[config.mk]
export PLATFORM = sky130hd
export DESIGN_NAME = tile_fprop_sequencer
export DESIGN_NICKNAME = d
export VERILOG_FILES = /design/src/rtl/tile_fprop_sequencer.sv
export SDC_FILE = /design/constraint.sdc
export NUM_CORES = 1
export LEC_CHECK = 0
export ABC_AREA = 1
export CORE_MARGIN = 3
export CORE_UTILIZATION = 40
export CTS_CLUSTER_DIAMETER = 30
export DETAILED_ROUTE_END_ITERATION = 12
export PLACE_DENSITY = 0.61
export SLEW_MARGIN = 20
export SYNTH_ARGS = -nofsm -noshare
export SYNTH_HDL_FRONTEND = slang
export SYNTH_SLANG_ARGS = --single-unit
[constraint.sdc]
create_clock -name clk -period 3.23 [get_ports clk]
set_clock_uncertainty 0.05 [all_clocks]
set_input_delay 0.8075 -clock clk [delete_from_list [all_inputs] [get_ports clk]]
set_output_delay 0.8075 -clock clk [all_outputs]
set_load 0.005 [all_outputs]
[src/rtl/tile_fprop_sequencer.sv]
`default_nettype none
// ============================================================================
// Module   : tile_fprop_sequencer
// Purpose  : Sequences one forward-propagation pass of the neural tile:
//            layer-0 accumulate over all image pixels, activation wait,
//            layer-1 accumulate over all hidden neurons, activation wait,
//            done pulse. Issues weight-row reads, tracks outstanding reads
//            and turns returned rows into neuron clear/enable strobes.
// Ports    : clk, rst_n          - clock, asynchronous active-low reset
//            start, abort        - host control (start only honoured in IDLE)
//            busy, done          - host status (done is a one-cycle pulse)
//            mem_req/mem_addr    - weight row read request and row address
//            mem_ready           - memory accepts the request this cycle
//            mem_rvalid          - in-order weight row return
//            clear               - zero all neuron accumulators
//            en0/idx0, en1/idx1  - layer-0 / layer-1 accumulate strobe+index
// Revision : 1.0 - initial release
// ============================================================================
module tile_fprop_sequencer #(
  parameter int IMG_SZ      = 784,
  parameter int NUM_NEURONS = 128,
  parameter int ACT_LAT     = 2,
  parameter int MAX_OUT     = 4
) (
  input  logic                                   clk,
  input  logic                                   rst_n,
  input  logic                                   start,
  input  logic                                   abort,
  output logic                                   busy,
  output logic                                   done,
  output logic                                   mem_req,
  output logic [$clog2(IMG_SZ+NUM_NEURONS)-1:0]  mem_addr,
  input  logic                                   mem_ready,
  input  logic                                   mem_rvalid,
  output logic                                   clear,
  output logic                                   en0,
  output logic                                   en1,
  output logic [$clog2(IMG_SZ)-1:0]              idx0,
  output logic [$clog2(NUM_NEURONS)-1:0]         idx1
);

  localparam int AW   = $clog2(IMG_SZ + NUM_NEURONS);
  localparam int I0W  = $clog2(IMG_SZ);
  localparam int I1W  = $clog2(NUM_NEURONS);
  localparam int MAXL = (IMG_SZ > NUM_NEURONS) ? IMG_SZ : NUM_NEURONS;
  localparam int CW   = $clog2(MAXL + 1);
  localparam int OW   = $clog2(MAX_OUT + 1);
  localparam int WW   = (ACT_LAT > 1) ? $clog2(ACT_LAT + 1) : 1;

  typedef enum logic [2:0] {
    S_IDLE  = 3'd0,
    S_L0    = 3'd1,
    S_ACT0  = 3'd2,
    S_L1    = 3'd3,
    S_ACT1  = 3'd4,
    S_DONE  = 3'd5,
    S_FLUSH = 3'd6
  } state_t;

  state_t         state;
  logic [CW-1:0]  issue_cnt;    // requests accepted in the current layer
  logic [CW-1:0]  rsp_cnt;      // responses received in the current layer
  logic [OW-1:0]  outstanding;
  logic [WW-1:0]  wait_cnt;

  logic           in_layer;
  logic           abortable;
  logic           abort_hit;
  logic           rsp_ok;
  logic           room;
  logic           issue;
  logic           last_rsp;
  logic [CW-1:0]  layer_len;

  assign in_layer  = (state == S_L0) || (state == S_L1);
  assign abortable = in_layer || (state == S_ACT0) || (state == S_ACT1);
  assign abort_hit = abort && abortable;
  assign layer_len = (state == S_L1) ? CW'(NUM_NEURONS) : CW'(IMG_SZ);

  // A response with nothing outstanding is a stray and is dropped entirely.
  assign rsp_ok    = mem_rvalid && (outstanding != '0);

  // A response arriving this cycle frees a slot, so a full window may still
  // issue one more request.
  assign room      = (outstanding < OW'(MAX_OUT)) || mem_rvalid;

  // The abort cycle already behaves like FLUSH: nothing new is requested and
  // no enable is produced, so the outstanding count stays exact.
  assign mem_req   = in_layer && (issue_cnt < layer_len) && !abort_hit && room;
  assign issue     = mem_req && mem_ready;
  assign last_rsp  = rsp_ok && (rsp_cnt == layer_len - CW'(1));

  assign mem_addr  = (state == S_L1) ? AW'(IMG_SZ) + AW'(issue_cnt) : AW'(issue_cnt);
  assign en0       = (state == S_L0) && rsp_ok && !abort_hit;
  assign en1       = (state == S_L1) && rsp_ok && !abort_hit;
  assign idx0      = I0W'(rsp_cnt);
  assign idx1      = I1W'(rsp_cnt);
  assign clear     = (state == S_IDLE) && start;
  assign busy      = (state != S_IDLE);
  assign done      = (state == S_DONE);

  always_ff @(posedge clk or negedge rst_n) begin
    if (!rst_n) begin
      state       <= S_IDLE;
      issue_cnt   <= '0;
      rsp_cnt     <= '0;
      outstanding <= '0;
      wait_cnt    <= '0;
    end else begin
      // Issue and response in the same cycle cancel out.
      case ({issue, rsp_ok})
        2'b10:   outstanding <= outstanding + OW'(1);
        2'b01:   outstanding <= outstanding - OW'(1);
        default: outstanding <= outstanding;
      endcase

      case (state)
        S_IDLE: begin
          if (start) begin
            state     <= S_L0;
            issue_cnt <= '0;
            rsp_cnt   <= '0;
            wait_cnt  <= '0;
          end
        end

        S_L0, S_L1: begin
          if (abort_hit) begin
            state <= S_FLUSH;
          end else if (last_rsp) begin
            state     <= (state == S_L0) ? S_ACT0 : S_ACT1;
            issue_cnt <= '0;
            rsp_cnt   <= '0;
            wait_cnt  <= '0;
          end else begin
            if (issue)  issue_cnt <= issue_cnt + CW'(1);
            if (rsp_ok) rsp_cnt   <= rsp_cnt + CW'(1);
          end
        end

        S_ACT0, S_ACT1: begin
          if (abort_hit) begin
            state <= S_FLUSH;
          end else if (wait_cnt == WW'(ACT_LAT - 1)) begin
            state    <= (state == S_ACT0) ? S_L1 : S_DONE;
            wait_cnt <= '0;
          end else begin
            wait_cnt <= wait_cnt + WW'(1);
          end
        end

        S_DONE: begin
          state <= S_IDLE;
        end

        S_FLUSH: begin
          // Late responses drain here; they only decrement outstanding.
          if (outstanding == '0) begin
            state     <= S_IDLE;
            issue_cnt <= '0;
            rsp_cnt   <= '0;
            wait_cnt  <= '0;
          end
        end

        default: begin
          state <= S_IDLE;
        end
      endcase
    end
  end

endmodule
`default_nettype wire
==> results of run 1 <==
==> state kept, by name (all words and copies together) (netlist names) <==
name	flops
state	3
idx0	10
outstanding	3
wait_cnt	2
issue_cnt	10
==> power groups by stage <==
stage	clock network (mW)	logic [mW]	registers (mW)
CTS	0.234	1.08	0.519
global route	0.253	1.23	0.535
global placement	0	1.07	0.526
detailed placement	0	1.07	0.525
finish	0.227	1.08	0.521
floorplan	0	0.823	0.503
==> worst min path at each step <==
stage                              start             end  cells after the start  slack, ns
after floorplan           outstanding[1]  outstanding[1]                      2       0.40
after global placement    outstanding[1]  outstanding[1]                      2       0.42
after detailed placement  outstanding[1]  outstanding[1]                      2       0.42
after CTS                 outstanding[1]  outstanding[1]                      2       0.45
after global routing         wait_cnt[1]     wait_cnt[1]                      2       0.48
final                     outstanding[1]  outstanding[1]                      2       0.44
==> per-layer routing <==
metal  wire length (um)  vias up  GRT usage, %
li1                   -     1014             -
met1               2304      883         23.46
met2               2095       42         26.49
met3                177        5         2.179
met4                 50        0         4.720
met5                  0        -             0
==> stage by stage <==
step | cell area, sq um | setup WS [ns] | hold WS (ns) | total power [mW] | utilization (%)
2_1_floorplan | 2112 | 0.8701 | 0.3998 | 1.326 | -
3_3_place_gp | 2481 | 0.08617 | 0.4207 | 1.594 | 50.52
3_5_place_dp | 2481 | 0.07955 | 0.4229 | 1.594 | 50.52
4_1_cts | 2536 | 0.01561 | 0.4468 | 1.831 | 51.64
5_1_grt | 2556 | 0.004815 | 0.4756 | 2.016 | 52.05
6_report | 2556 | 0.1356 | 0.4408 | 1.827 | 52.05
==> area by class of cell <==
cell class	count	area [sq um]	share of cell area, %
repair buffers	44	425.4	16.64
inverters	39	148.9	5.825
well taps	67	83.83	3.279
multi-input cells	219	1140	44.59
clock buffers	4	55.05	2.154
flip-flops and latches	28	703.2	27.51
==> placed cells by master (no fill, tap or decap), drive strengths merged, types with 2 or more instances in the layout <==
cell,n
nand2,91
ha,6
nand4,6
xor2,11
buf,6
nor3,2
clkdlybuf4s50,38
nor2,30
a21oi,20
xnor2,4
nor4,2
dfrtp,28
inv,39
o21ai,11
nand3,30
clkbuf,4
==> cell families (layout without fill, tap and decap cells) <==
kind of cell    after synthesis  after routing
simple gates                164            164
buf+inv                      56             87
xor+xnor                     15             15
compound gates               33             33
fa+ha+maj                     7              7
flops                        28             28
==> tightest hold or removal path, delay by kind of cell, from the launching register on <==
family,cells,cell delay (ns)
compound gates,1,0.06
flops,1,0.36
simple gates,1,0.04
==> timing repair <==
action | CTS | global route
setup endpoints to repair | 0 | 1
endpoints found under the hold margin | 0 | 0
setup buffers | 0 | 2
gates resized for setup | 0 | 3
==> metrics, run 1 <==
Final Setup Violations 0; root buffer cell clkbuf_8; global-route usage over all layers 16.61%; post-synth top area share 33.18%; DRT iter0 DRCs 84; initial core utilization 43.01%; Crit Path Max Fanout 2; largest family of logic cells by synthesized area simple AND/OR/NAND/NOR gates; Setup TNS Final 0 ns; DR vias 1,944; FP Rows 25; CTS buffer count 3; H-Tree Depth 1; xor and xnor area share after synthesis 6.220%; crit share post-route 95.80%; initial antenna violation count 0; clock-pin slew on the worst setup and hold paths 0.10 ns; Logic pwr share 59.0%; Clock Power Share 12.4%; Slew @ Worst Pin 0.6395 ns; status finished clean; wire per inst 11.54 um; crit path DAT 2.24 ns; CP max stage cell clkdlybuf4s50_1; Flop pwr share 28.5%; Post-Route WL 4627 um; Async SR Flop Fraction 100.0%; Fmax 323.2 MHz; critical path depth 7; crit path cell chain clkdlybuf4s50_1 -> inv_1 -> nand2_1 -> nand3_1 -> nor2_2 -> and2_1 -> clkdlybuf4s50_1; crit path to mem_req; Top delay family on crit path buffers and inverters; Synthesized Nets 316; Synth Area in Compound Gates 8.235%; max-cap viol count 0; io pins 39; Startpoint Class primary input; RR Startpoint state[1]; average size of a mapped cell 6.970 sq um; FF-to-FF path depth 14; nets 348; Yosys reg bits 28; Chip Height 78.67 um; RSZ-0062 raised after global routing false; Simple-Gate Fraction of Synth Area 34.89%; GRT overflow 0; antenna-violating nets left 0; clock sinks 28; r2r setup slk 0.67 ns; RR Endpoint outstanding[2]; cell area after synthesis 2112 sq um; Sw Pwr 0.8671 mW; Layout area overhead 21.03%; FILL cells 508; number of synthesized flops with an enable pin 0; drt first pass iters 4; Via-to-Cell Ratio 4.848; pin count of the biggest net entering global routing 29; vias in the first global route 1,870; final hold violation count 0; pwr/cell area 714.7 nW/um^2; global-route wire length before repair 8424 um; ANT cells 0; hpwl dp 3450 um; top-count cell post-synth nand2_1; Internal 0.9599 mW; placed cells 395; static leakage 1.167 nW; DRC viols 0; non-filler instance count after layout 401; Commonest cells post-synth nand2_1 (83), inv_1 (34), nand3_1 (29); Port Buffers 38; Synth warnings 0; Worst Setup End Kind output port; synth top area cells dfrtp_1 (33%), nand2_1 (15%), nand3_1 (6.9%); Routability Congestion 0.7861; fraction of layout cells with a size suffix above 1 9.281%; final slew viol count 0; # hold bufs at CTS 0; CP Buf/Inv Count 3; maximum vdd drop 0.3403 mV; post-route minimum period 3.094 ns; mux contribution to synthesized area 0%; sequential share of the synthesized area 33.18%; adder-cell share of the synthesized area 4.502%; die area 6188 sq um; origin of the worst setup path mem_rvalid; clk_lat worst skew 0.28 ns; Slew Limit Headroom 57.36%; Crit path required time 2.37 ns; min-delay worst type reg -> reg; core region area 4911 sq um; Sw Ratio 47.46%; Die W 78.67 um; Critical Path Most Common Cell clkdlybuf4s50_1; Distinct cells, synth 32; Synth Instances 303; crit-path max cell delay 0.49 ns; Crit Path Class in -> out; Synth area leader dfrtp_1; CTS Buffer Depth 2; CTS tree built; Synth Flop Type dfrtp_1
No activity file was read; power rests on OpenSTA's default activity.
==> run 2: changes to the inputs <==
--- a/config.mk
+++ b/config.mk
@@ -7,11 +7,10 @@
 export LEC_CHECK = 0
 export ABC_AREA = 1
 export CORE_MARGIN = 3
-export CORE_UTILIZATION = 40
+export CORE_UTILIZATION = 53
 export CTS_CLUSTER_DIAMETER = 30
 export DETAILED_ROUTE_END_ITERATION = 12
-export PLACE_DENSITY = 0.61
-export SLEW_MARGIN = 20
+export PLACE_DENSITY = 0.78
 export SYNTH_ARGS = -nofsm -noshare
 export SYNTH_HDL_FRONTEND = slang
 export SYNTH_SLANG_ARGS = --single-unit
==> metrics, run 2 (synthesis results as in run 1) <==
Routability Congestion 0.9550 (was 0.7861); DRC viols 0 (unchanged); WHS 0.4415 ns (was 0.4408 ns); commonest non-fill, non-tap cell in the layout nand2_1 (unchanged); min-delay worst type reg -> reg (unchanged); Port Buffers 38 (unchanged); antenna-violating nets left 0 (unchanged); Crit Path Class in -> out (unchanged); io pins 39 (unchanged); initial core utilization 56.42% (was 43.01%); Final Setup Violations 0 (unchanged); wire per inst 12.15 um (was 11.54 um); CP max stage cell clkdlybuf4s50_1 (unchanged); crit-path max cell delay 0.50 ns (was 0.49 ns); Die W 69.13 um (was 78.67 um); pwr/cell area 721.7 nW/um^2 (was 714.7 nW/um^2); final core occ 66.98% (was 52.05%); Via-to-Cell Ratio 5.140 (was 4.848); Startpoint Class primary input (unchanged); H-Tree Depth 1 (unchanged); # hold bufs at CTS 0 (unchanged); clk_lat worst skew 0.27 ns (was 0.28 ns); max-cap viol count 0 (unchanged); global-route wire length before repair 8197 um (was 8424 um); CTS tree built (unchanged); Layout area overhead 18.72% (was 21.03%); root buffer cell clkbuf_8 (unchanged); post-route minimum period 3.122 ns (was 3.094 ns); DRT iter0 DRCs 194 (was 84); crit share post-route 96.65% (was 95.80%); die area 4778 sq um (was 6188 sq um); Slew @ Worst Pin 0.6179 ns (was 0.6395 ns); Fmax 320.3 MHz (was 323.2 MHz); maximum vdd drop 0.4932 mV (was 0.3403 mV); DR vias 1,948 (was 1,944); Crit Path Max Fanout 2 (unchanged); final slew viol count 0 (unchanged); Setup TNS Final 0 ns (unchanged); Chip Height 69.13 um (was 78.67 um); crit path cell chain clkdlybuf4s50_1 -> inv_1 -> nand2_1 -> nand3_1 -> nor2_1 -> and2_1 -> clkdlybuf4s50_1 (was clkdlybuf4s50_1 -> inv_1 -> nand2_1 -> nand3_1 -> nor2_2 -> and2_1 -> clkdlybuf4s50_1); ANT cells 0 (unchanged); fraction of layout cells with a size suffix above 1 7.553% (was 9.281%); drt first pass iters 4 (unchanged); global-route usage over all layers 20.04% (was 16.61%); Crit path required time 2.37 ns (about the same); FP Rows 22 (was 25); crit path DAT 2.26 ns (was 2.24 ns); static leakage 1.164 nW (was 1.167 nW); Post-Route WL 4605 um (was 4627 um); Slew Limit Headroom 58.80% (was 57.36%); pin count of the biggest net entering global routing 29 (unchanged); clock-pin slew on the worst setup and hold paths 0.10 ns (about the same); Worst Setup End Kind output port (unchanged); final hold violation count 0 (unchanged); most frequent cells in the layout nand2_1 (83), clkdlybuf4s50_1 (37), inv_1 (34), nand3_1 (29), dfrtp_1 (28) (was nand2_1 (83), clkdlybuf4s50_1 (38), inv_1 (34), nand3_1 (29)); hpwl dp 3415 um (was 3450 um); CTS buffer count 3 (unchanged); core region area 3744 sq um (was 4911 sq um); initial antenna violation count 0 (unchanged); nets 345 (was 348); Power Total 1.810 mW (was 1.827 mW); Critical Path Most Common Cell clkdlybuf4s50_1 (unchanged); status finished clean (unchanged); CTS Buffer Depth 2 (unchanged); FILL cells 334 (was 508); clock sinks 28 (unchanged); vias in the first global route 1,880 (was 1,870); RSZ-0062 raised after global routing false (unchanged); GRT overflow 0 (unchanged)
==> run 2: changes by cell type in the layout (fill, tap and decap cells not counted), sizes merged <==
| cell | delta |
|---|---|
| buf | -3 |
| dlymetal6s2s | +1 |
| clkdlybuf4s50 | -1 |
==> run 2: final timing paths <==
kind / from / endpoint / slack [ns] / cells past startpoint
worst min-delay path: outstanding[1] / outstanding[1] / 0.44 / 2
max in group asynchronous: rst_n / idx0[6] / 2.00 / 2
worst max-delay path: mem_rvalid / mem_req / 0.11 / 7
worst min register to register: outstanding[1] / outstanding[1] / 0.44 / 2
worst max register to register: state[0] / outstanding[2] / 0.65 / 14
min in group asynchronous: rst_n / wait_cnt[1] / 0.85 / 2
==> run 2: area by class of cell <==
| cell class | instances | area, sq um | area share [%] |
|---|---|---|---|
| Clock buffer | 4 | 55.05 | 2.196 |
| Tap cell | 48 | 60.06 | 2.395 |
| Timing Repair Buffer | 41 | 405.4 | 16.17 |
| Inverter | 39 | 148.9 | 5.938 |
| Sequential cell | 28 | 700.7 | 27.94 |
| Multi-Input combinational cell | 219 | 1137 | 45.36 |
==> run 2: metal layers <==
metal	track usage, %	part of all wire [%]
met1	29.02	48
met2	32.20	47
met3	2.624	4.3
met4	3.905	0.54
met5	0	0
==> run 2: per-stage QoR <==
step	instances	worst slack (ns)	instance area, sq um
2_1_floorplan	303	0.8701	2112
3_3_place_gp	375	0.1154	2450
3_5_place_dp	375	0.09788	2450
4_1_cts	379	0.1006	2505
5_1_grt	379	0.01258	2507
6_report	379	0.1082	2507
==> run 2: power breakdown <==
part	leakage [nW]	total [mW]	switching, mW	internal, mW
registers	0.375	0.535	0.110	0.425
clock network	0.0288	0.221	0.111	0.109
logic	0.760	1.05	0.644	0.410
==> run 2: worst max-delay path, delay by kind of cell <==
kind	cells	cell delay (ns)
buffers and inverters	3	1.02
AND/OR/NAND/NOR	4	0.43
==> run 2: what timing repair did <==
item / 4_1_cts / 5_1_grt
endpoints found under the setup margin: 0 / 1
buffers inserted: 0 / 0
endpoints found under the hold margin: 0 / 0
resized for setup: 0 / 1
